File: src/rtl/cpu_defs_pkg.sv
// Shared definitions for the hardwired control unit: IR field positions,
// instruction op codes, FSM state encoding and instruction classification.
package cpu_defs_pkg;

  localparam int unsigned OP_MSB = 31;
  localparam int unsigned OP_LSB = 27;
  localparam int unsigned RA_MSB = 26;
  localparam int unsigned RA_LSB = 23;
  localparam int unsigned RB_MSB = 22;
  localparam int unsigned RB_LSB = 19;
  localparam int unsigned RC_MSB = 18;
  localparam int unsigned RC_LSB = 15;

  localparam logic [4:0] OP_ADD  = 5'b00011;
  localparam logic [4:0] OP_SUB  = 5'b00100;
  localparam logic [4:0] OP_AND  = 5'b00101;
  localparam logic [4:0] OP_OR   = 5'b00110;
  localparam logic [4:0] OP_SHR  = 5'b00111;
  localparam logic [4:0] OP_SHL  = 5'b01000;
  localparam logic [4:0] OP_ROR  = 5'b01001;
  localparam logic [4:0] OP_ROL  = 5'b01010;
  localparam logic [4:0] OP_MUL  = 5'b01111;
  localparam logic [4:0] OP_DIV  = 5'b10000;
  localparam logic [4:0] OP_NEG  = 5'b10001;
  localparam logic [4:0] OP_NOT  = 5'b10010;
  localparam logic [4:0] OP_NOP  = 5'b11010;
  localparam logic [4:0] OP_HALT = 5'b11011;

  typedef enum logic [2:0] {T0, T1, T2, T3, T4, T5, T6, HALT} state_e;

  typedef enum logic [2:0] {
    CL_BINARY, CL_UNARY, CL_MULDIV, CL_NOP, CL_HALT, CL_ILLEGAL
  } op_class_e;

  function automatic op_class_e classify(input logic [4:0] op);
    case (op)
      OP_ADD, OP_SUB, OP_AND, OP_OR,
      OP_SHR, OP_SHL, OP_ROR, OP_ROL: return CL_BINARY;
      OP_MUL, OP_DIV:                 return CL_MULDIV;
      OP_NEG, OP_NOT:                 return CL_UNARY;
      OP_NOP:                         return CL_NOP;
      OP_HALT:                        return CL_HALT;
      default:                        return CL_ILLEGAL;
    endcase
  endfunction

endpackage

File: src/rtl/alu_control_unit_if.sv
// Control-unit <-> datapath bundle: IR/handshake inputs and all datapath strobes.
interface alu_control_unit_if #(
  parameter int unsigned NUM_REGS = 16,
  parameter int unsigned OPW      = 5
);
  logic [31:0]         ir;
  logic                mem_ready;
  logic                stop;
  logic                PCout, MARin, IncPC, Read, MDRin, MDRout, IRin;
  logic                Yin, Zin, Zhighout, Zlowout, HIin, LOin, PCin;
  logic [NUM_REGS-1:0] Rin;
  logic [NUM_REGS-1:0] Rout;
  logic [OPW-1:0]      opcode;
  logic                run;
  logic                illegal_op;

  modport master (
    input  ir, mem_ready, stop,
    output PCout, MARin, IncPC, Read, MDRin, MDRout, IRin,
           Yin, Zin, Zhighout, Zlowout, HIin, LOin, PCin,
           Rin, Rout, opcode, run, illegal_op
  );

  modport slave (
    output ir, mem_ready, stop,
    input  PCout, MARin, IncPC, Read, MDRin, MDRout, IRin,
           Yin, Zin, Zhighout, Zlowout, HIin, LOin, PCin,
           Rin, Rout, opcode, run, illegal_op
  );
endinterface

File: src/rtl/reg_select_decoder.sv
// Binary register index to one-hot select, all-zero when disabled.
module reg_select_decoder #(
  parameter int unsigned NUM_REGS = 16
) (
  input  logic                        en_i,
  input  logic [$clog2(NUM_REGS)-1:0] sel_i,
  output logic [NUM_REGS-1:0]         onehot_o
);
  always_comb begin
    onehot_o = '0;
    if (en_i) onehot_o[sel_i] = 1'b1;
  end
endmodule

File: src/rtl/alu_control_unit.sv
// Hardwired Moore control unit sequencing fetch (T0-T2) and execute (T3-T6)
// for ALU, mul/div, nop and halt instructions.
module alu_control_unit
  import cpu_defs_pkg::*;
#(
  parameter int unsigned NUM_REGS = 16,
  parameter int unsigned OPW      = 5
) (
  input  logic                 Clock,
  input  logic                 clear,
  alu_control_unit_if.master   bus
);

  state_e         state_q, state_d;
  op_class_e      cls;
  logic [OPW-1:0] op;
  logic [3:0]     ra, rb, rc;
  logic           last_step;
  logic           rin_en, rout_en;
  logic [3:0]     rout_sel;
  logic           unused_ir;

  assign op        = bus.ir[OP_MSB:OP_LSB];
  assign ra        = bus.ir[RA_MSB:RA_LSB];
  assign rb        = bus.ir[RB_MSB:RB_LSB];
  assign rc        = bus.ir[RC_MSB:RC_LSB];
  assign unused_ir = ^bus.ir[RC_LSB-1:0];
  assign cls       = classify(op);

  // Points where an instruction is complete and stop may divert to HALT.
  assign last_step = (state_q == T6) ||
                     (state_q == T5 && cls != CL_MULDIV) ||
                     (state_q == T3 && (cls == CL_NOP || cls == CL_ILLEGAL));

  always_comb begin
    state_d = state_q;
    case (state_q)
      T0:      state_d = T1;
      T1:      state_d = bus.mem_ready ? T2 : T1;
      T2:      state_d = T3;
      T3:      state_d = (cls == CL_HALT) ? HALT :
                         last_step ? (bus.stop ? HALT : T0) : T4;
      T4:      state_d = T5;
      T5:      state_d = last_step ? (bus.stop ? HALT : T0) : T6;
      T6:      state_d = bus.stop ? HALT : T0;
      default: state_d = HALT;
    endcase
  end

  always_ff @(posedge Clock) begin
    if (!clear) state_q <= T0;
    else        state_q <= state_d;
  end

  logic uses_regs;
  assign uses_regs = (cls == CL_BINARY || cls == CL_UNARY || cls == CL_MULDIV);

  always_comb begin
    bus.PCout      = 1'b0;
    bus.MARin      = 1'b0;
    bus.IncPC      = 1'b0;
    bus.Read       = 1'b0;
    bus.MDRin      = 1'b0;
    bus.MDRout     = 1'b0;
    bus.IRin       = 1'b0;
    bus.Yin        = 1'b0;
    bus.Zin        = 1'b0;
    bus.Zhighout   = 1'b0;
    bus.Zlowout    = 1'b0;
    bus.HIin       = 1'b0;
    bus.LOin       = 1'b0;
    bus.PCin       = 1'b0;
    bus.opcode     = '0;
    bus.illegal_op = 1'b0;
    rin_en         = 1'b0;
    rout_en        = 1'b0;
    rout_sel       = rb;
    if (clear) begin
      case (state_q)
        T0: begin
          bus.PCout = 1'b1;
          bus.MARin = 1'b1;
          bus.IncPC = 1'b1;
          bus.Zin   = 1'b1;
        end
        T1: begin
          bus.Read  = 1'b1;
          bus.MDRin = 1'b1;
        end
        T2: begin
          bus.Zlowout = 1'b1;
          bus.PCin    = 1'b1;
          bus.MDRout  = 1'b1;
          bus.IRin    = 1'b1;
        end
        T3: begin
          bus.Yin        = uses_regs;
          rout_en        = uses_regs;
          bus.illegal_op = (cls == CL_ILLEGAL);
        end
        T4: begin
          rout_en    = 1'b1;
          rout_sel   = (cls == CL_UNARY) ? rb : rc;
          bus.opcode = op;
          bus.Zin    = 1'b1;
        end
        T5: begin
          bus.Zlowout = 1'b1;
          bus.LOin    = (cls == CL_MULDIV);
          rin_en      = (cls != CL_MULDIV);
        end
        T6: begin
          bus.Zhighout = 1'b1;
          bus.HIin     = 1'b1;
        end
        default: ;
      endcase
    end
  end

  assign bus.run = clear && (state_q != HALT);

  reg_select_decoder #(.NUM_REGS(NUM_REGS)) u_rin_dec (
    .en_i     (rin_en),
    .sel_i    (ra),
    .onehot_o (bus.Rin)
  );

  reg_select_decoder #(.NUM_REGS(NUM_REGS)) u_rout_dec (
    .en_i     (rout_en),
    .sel_i    (rout_sel),
    .onehot_o (bus.Rout)
  );

endmodule

File: src/flat_wrapper.sv
// flat-port wrapper written by rule: the top's interface ports become plain ports
module alu_control_unit_flat import cpu_defs_pkg::*;
#(
  parameter int unsigned NUM_REGS = 16,
  parameter int unsigned OPW      = 5
)
  (Clock, clear, bus_ir, bus_mem_ready, bus_stop, bus_PCout, bus_MARin, bus_IncPC, bus_Read, bus_MDRin, bus_MDRout, bus_IRin, bus_Yin, bus_Zin, bus_Zhighout, bus_Zlowout, bus_HIin, bus_LOin, bus_PCin, bus_Rin, bus_Rout, bus_opcode, bus_run, bus_illegal_op);
  alu_control_unit_if #(.NUM_REGS(NUM_REGS), .OPW(OPW)) bus_i ();
  input  logic Clock;
  input  logic clear;
  input wire logic [$bits(bus_i.ir)-1:0] bus_ir;
  input wire logic [$bits(bus_i.mem_ready)-1:0] bus_mem_ready;
  input wire logic [$bits(bus_i.stop)-1:0] bus_stop;
  output wire logic [$bits(bus_i.PCout)-1:0] bus_PCout;
  output wire logic [$bits(bus_i.MARin)-1:0] bus_MARin;
  output wire logic [$bits(bus_i.IncPC)-1:0] bus_IncPC;
  output wire logic [$bits(bus_i.Read)-1:0] bus_Read;
  output wire logic [$bits(bus_i.MDRin)-1:0] bus_MDRin;
  output wire logic [$bits(bus_i.MDRout)-1:0] bus_MDRout;
  output wire logic [$bits(bus_i.IRin)-1:0] bus_IRin;
  output wire logic [$bits(bus_i.Yin)-1:0] bus_Yin;
  output wire logic [$bits(bus_i.Zin)-1:0] bus_Zin;
  output wire logic [$bits(bus_i.Zhighout)-1:0] bus_Zhighout;
  output wire logic [$bits(bus_i.Zlowout)-1:0] bus_Zlowout;
  output wire logic [$bits(bus_i.HIin)-1:0] bus_HIin;
  output wire logic [$bits(bus_i.LOin)-1:0] bus_LOin;
  output wire logic [$bits(bus_i.PCin)-1:0] bus_PCin;
  output wire logic [$bits(bus_i.Rin)-1:0] bus_Rin;
  output wire logic [$bits(bus_i.Rout)-1:0] bus_Rout;
  output wire logic [$bits(bus_i.opcode)-1:0] bus_opcode;
  output wire logic [$bits(bus_i.run)-1:0] bus_run;
  output wire logic [$bits(bus_i.illegal_op)-1:0] bus_illegal_op;
  assign bus_i.ir = bus_ir;
  assign bus_i.mem_ready = bus_mem_ready;
  assign bus_i.stop = bus_stop;
  assign bus_PCout = bus_i.PCout;
  assign bus_MARin = bus_i.MARin;
  assign bus_IncPC = bus_i.IncPC;
  assign bus_Read = bus_i.Read;
  assign bus_MDRin = bus_i.MDRin;
  assign bus_MDRout = bus_i.MDRout;
  assign bus_IRin = bus_i.IRin;
  assign bus_Yin = bus_i.Yin;
  assign bus_Zin = bus_i.Zin;
  assign bus_Zhighout = bus_i.Zhighout;
  assign bus_Zlowout = bus_i.Zlowout;
  assign bus_HIin = bus_i.HIin;
  assign bus_LOin = bus_i.LOin;
  assign bus_PCin = bus_i.PCin;
  assign bus_Rin = bus_i.Rin;
  assign bus_Rout = bus_i.Rout;
  assign bus_opcode = bus_i.opcode;
  assign bus_run = bus_i.run;
  assign bus_illegal_op = bus_i.illegal_op;
  alu_control_unit #(.NUM_REGS(NUM_REGS), .OPW(OPW)) u_core (.Clock(Clock), .clear(clear), .bus(bus_i));
endmodule
File: config.mk
export PLATFORM = sky130hd
export DESIGN_NAME = alu_control_unit_flat
export DESIGN_NICKNAME = d
export VERILOG_FILES = /design/src/rtl/cpu_defs_pkg.sv /design/src/rtl/alu_control_unit_if.sv /design/src/rtl/reg_select_decoder.sv /design/src/rtl/alu_control_unit.sv /design/src/flat_wrapper.sv
export SDC_FILE = /design/constraint.sdc
export NUM_CORES = 1
export LEC_CHECK = 0
export ABC_CLOCK_PERIOD_IN_PS = 3190
export BUFFER_PORTS_ARGS = -buffer_cell sky130_fd_sc_hd__buf_4
export CAP_MARGIN = 20
export CORE_ASPECT_RATIO = 0.8
export CORE_UTILIZATION = 38
export DETAILED_ROUTE_END_ITERATION = 16
export PLACE_DENSITY = 0.86
export SLEW_MARGIN = 20
export SYNTH_ARGS = -nofsm -noshare
export SYNTH_HDL_FRONTEND = slang
export SYNTH_HIERARCHICAL = 1
export SYNTH_SLANG_ARGS = --single-unit
File: constraint.sdc
create_clock -name Clock -period 3.19 [get_ports Clock]
set_input_delay 0.319 -clock Clock [delete_from_list [all_inputs] [get_ports Clock]]
set_output_delay 0.319 -clock Clock [all_outputs]
set_load 0.005 [all_outputs]
==> impl_metrics.tcl <==
set metrics [dict create \
    synth_seq_area_share 0.0701 \
    utilization 0.712 \
    setup_viol 0 \
    drc 0 \
    cts.hold.buffers_added 0 \
    timing.critical_path.mode_cell "nor2_1" \
    cts_root_buf "clkbuf_4" \
    ys_types 41 \
    postRouteAntennaNets 0 \
    area_growth_pct 66.0 \
    grt_max_degree 15 \
    crit_path_max_incr_delay_ns 0.44 \
    hp-class "in -> reg" \
    worstSetupEndpointType "output port" \
    slowest_stage "or3b_4" \
    critical_path_arrival_ns 2.65 \
    worst_pin_slew_ns 0.397 \
    clk_latency_ns 0.25 \
    track_usage 0.252 \
    path_cells "nand2b_1, nor2_1, nand2_1, a21oi_2, mux2_1, or3b_4, nor2_1, buf_4" \
    port_buffers 73 \
    ff2ff_setup_slack_ns 1.83 \
    drive_gt1_frac 0.442 \
    drt-pass1-iter-count 4 \
    ios 89 \
    core_area_sq_mm 0.00200 \
    grt_overflow 0 \
    synth-main-ff-cell "dfxtp_1" \
    worst_slew_margin_rel 0.734 \
    vdd_drop_max_mv 0.237 \
    min_period_ns 2.96 \
    synth_area_per_cell_sq_um 6.21 \
    grt_pass1_vias 985 \
    cp.depth 8 \
    finalCritPeriodShare 0.929 \
    rsz0062_at_grt "false" \
    reg2reg_depth 5 \
    drtIter0Drc 42 \
    fin_worst_skew_ns 0.00663 \
    path_buf_inv 1 \
    max_freq_mhz 337 \
    finalHoldViolCount 0 \
    worstSetupPathType "reg -> out" \
    clock_sinks 3 \
    yosysWarnings 6 \
    avgViaCountPerCell 5.42 \
    largest_register_ffs 3 \
    status "finished clean" \
    antenna_found_initial 0 \
    p_per_area_mw_per_mm2 202 \
    place.gp.congestion 0.874 \
    required_ns 2.87 \
    wirelength_mm 3.02 \
    synth_nets 174 \
    reg.largest.list "u_core/state_q: 3 flops" \
    top_register "u_core/state_q" \
    die_y_um 44.5 \
    cts_inserted_buffers 3 \
    tritoncts "built" \
    syn_area_sq_um 857 \
    hpwl_mm 2.46 \
    fp.dieW_um 55.1 \
    setup_tns_ns 0 \
    die-area_sq_mm 0.00245 \
    clk_path_buf_depth 2 \
    syn_inst 138 \
    async_flop_share 0 \
    ctsHtreeMaxLevel 1 \
    vias 1258 \
    start_kind "flop" \
    start_util 0.429 \
    grt_pass1_wl_mm 4.56 \
    path_clk_slew_ns 0.04 \
    min_path_cells 2 \
    max_cap_violations 0 \
    rows 14 \
    ys_seq_elements 3 \
    cts_setup_buffers 0 \
    avgRoutedWirePerCell_um 13.0 \
    insertedDiodeCount 0 \
    ctsResizeCount 0 \
    path_max_fanout 5 \
    final_max_slew_viol_count 0 \
    final_nets 245 \
    synth_edf_count 0 \
    p_leak_uw 0.000718 \
    critPathTopFamily "simple AND/OR/NAND/NOR gates" \
]
## worst reg2reg max path, cell delays in order, from the launching register on
cell and delay [ns]:
dfxtp_1 0.32, buf_4 0.18, or2_1 0.17, a21oi_1 0.07
or3b_1 0.37, a31oi_1 0.15
## routing by layer
layer  GRT usage  routed length, um  vias up  part of all wire
met5           0                  0        -                 0
met4      0.0450                 19        0            0.0063
met3      0.0378                204        3             0.068
met2       0.427               1490       64              0.49
met1       0.335               1300      574              0.43
li1            -                  -      617                 -
## logic make-up after synthesis
kind of cell           after synthesis  share of synthesized area
AND/OR/NAND/NOR                     91                      0.555
buffers and inverters               15                     0.0934
flip-flops                           3                     0.0701
XOR/XNOR                             1                     0.0102
multiplexers                         7                     0.0934
AO/OA/AOI/OAI                       21                      0.178
## cell usage after synthesis, types with 2 or more instances
cell / n / area, sq um
nor2_1: 36 / 135
nand2_1: 12 / 45.0
nand2b_1: 9 / 56.3
nor3_1: 9 / 45.0
a21oi_1: 6 / 30.0
buf_4: 6 / 45.0
inv_1: 5 / 18.8
and3_1: 4 / 25.0
mux2_1: 4 / 45.0
nand3b_1: 4 / 30.0
clkbuf_1: 3 / 11.3
dfxtp_1: 3 / 60.1
nand3_1: 3 / 15.0
a31oi_1: 2 / 12.5
mux2i_1: 2 / 20.0
nor2b_1: 2 / 12.5
nor3_2: 2 / 20.0
o21ai_0: 2 / 10.0
or3b_4: 2 / 22.5
## area by class of cell
| type | count | area (sq um) |
|---|---|---|
| timing repair buffer | 76 | 571 |
| clock buffer | 4 | 26.3 |
| multi-input combinational | 120 | 717 |
| sequential | 3 | 60.1 |
| tap | 24 | 30.0 |
| fill | 161 | 574 |
| inverter | 5 | 18.8 |
## power breakdown
part	internal, uW	switching, uW	total (uW)
Combinational	80.7	89.4	170
Sequential	43.1	2.42	45.5
Clock	47.2	24.2	71.4
Total	171	116	287
## placed cells by master (no fill, tap or decap), types with 2 or more instances in the layout
master / synthesis / layout
buf_4: 6 / 76
nand3_1: 3 / 3
nand3b_1: 4 / 4
nor3_2: 2 / 2
dfxtp_1: 3 / 3
nand2_1: 12 / 12
nor2b_1: 2 / 2
or3b_4: 2 / 2
nand2b_1: 9 / 9
nor2_1: 36 / 36
and3_1: 4 / 4
mux2_1: 4 / 4
inv_1: 5 / 5
clkbuf_4: 0 / 3
a31oi_1: 2 / 2
a21oi_1: 6 / 6
nor3_1: 9 / 9
mux2i_1: 2 / 2
o21ai_0: 2 / 2
## path summary, 6_finish.rpt
path	from	to
hold reg to reg	u_core/state_q[0]	u_core/state_q[2]
hold / removal	bus_stop	u_core/state_q[0]
setup reg to reg	u_core/state_q[2]	u_core/state_q[1]
setup / recovery	u_core/state_q[0]	bus_Rout[2]
## stage by stage
stage	std cells	power, uW	area (sq um)	setup slack [ns]	hold WS [ns]
global placement	228	208	1400	0.518	0.588
CTS	232	286	1420	0.261	0.333
floorplan	138	147	857	0.919	0.455
finish	232	287	1420	0.225	0.340
detailed placement	228	214	1400	0.463	0.592
global route	232	308	1420	0.0812	0.338
No activity file was read; power rests on OpenSTA's default activity.
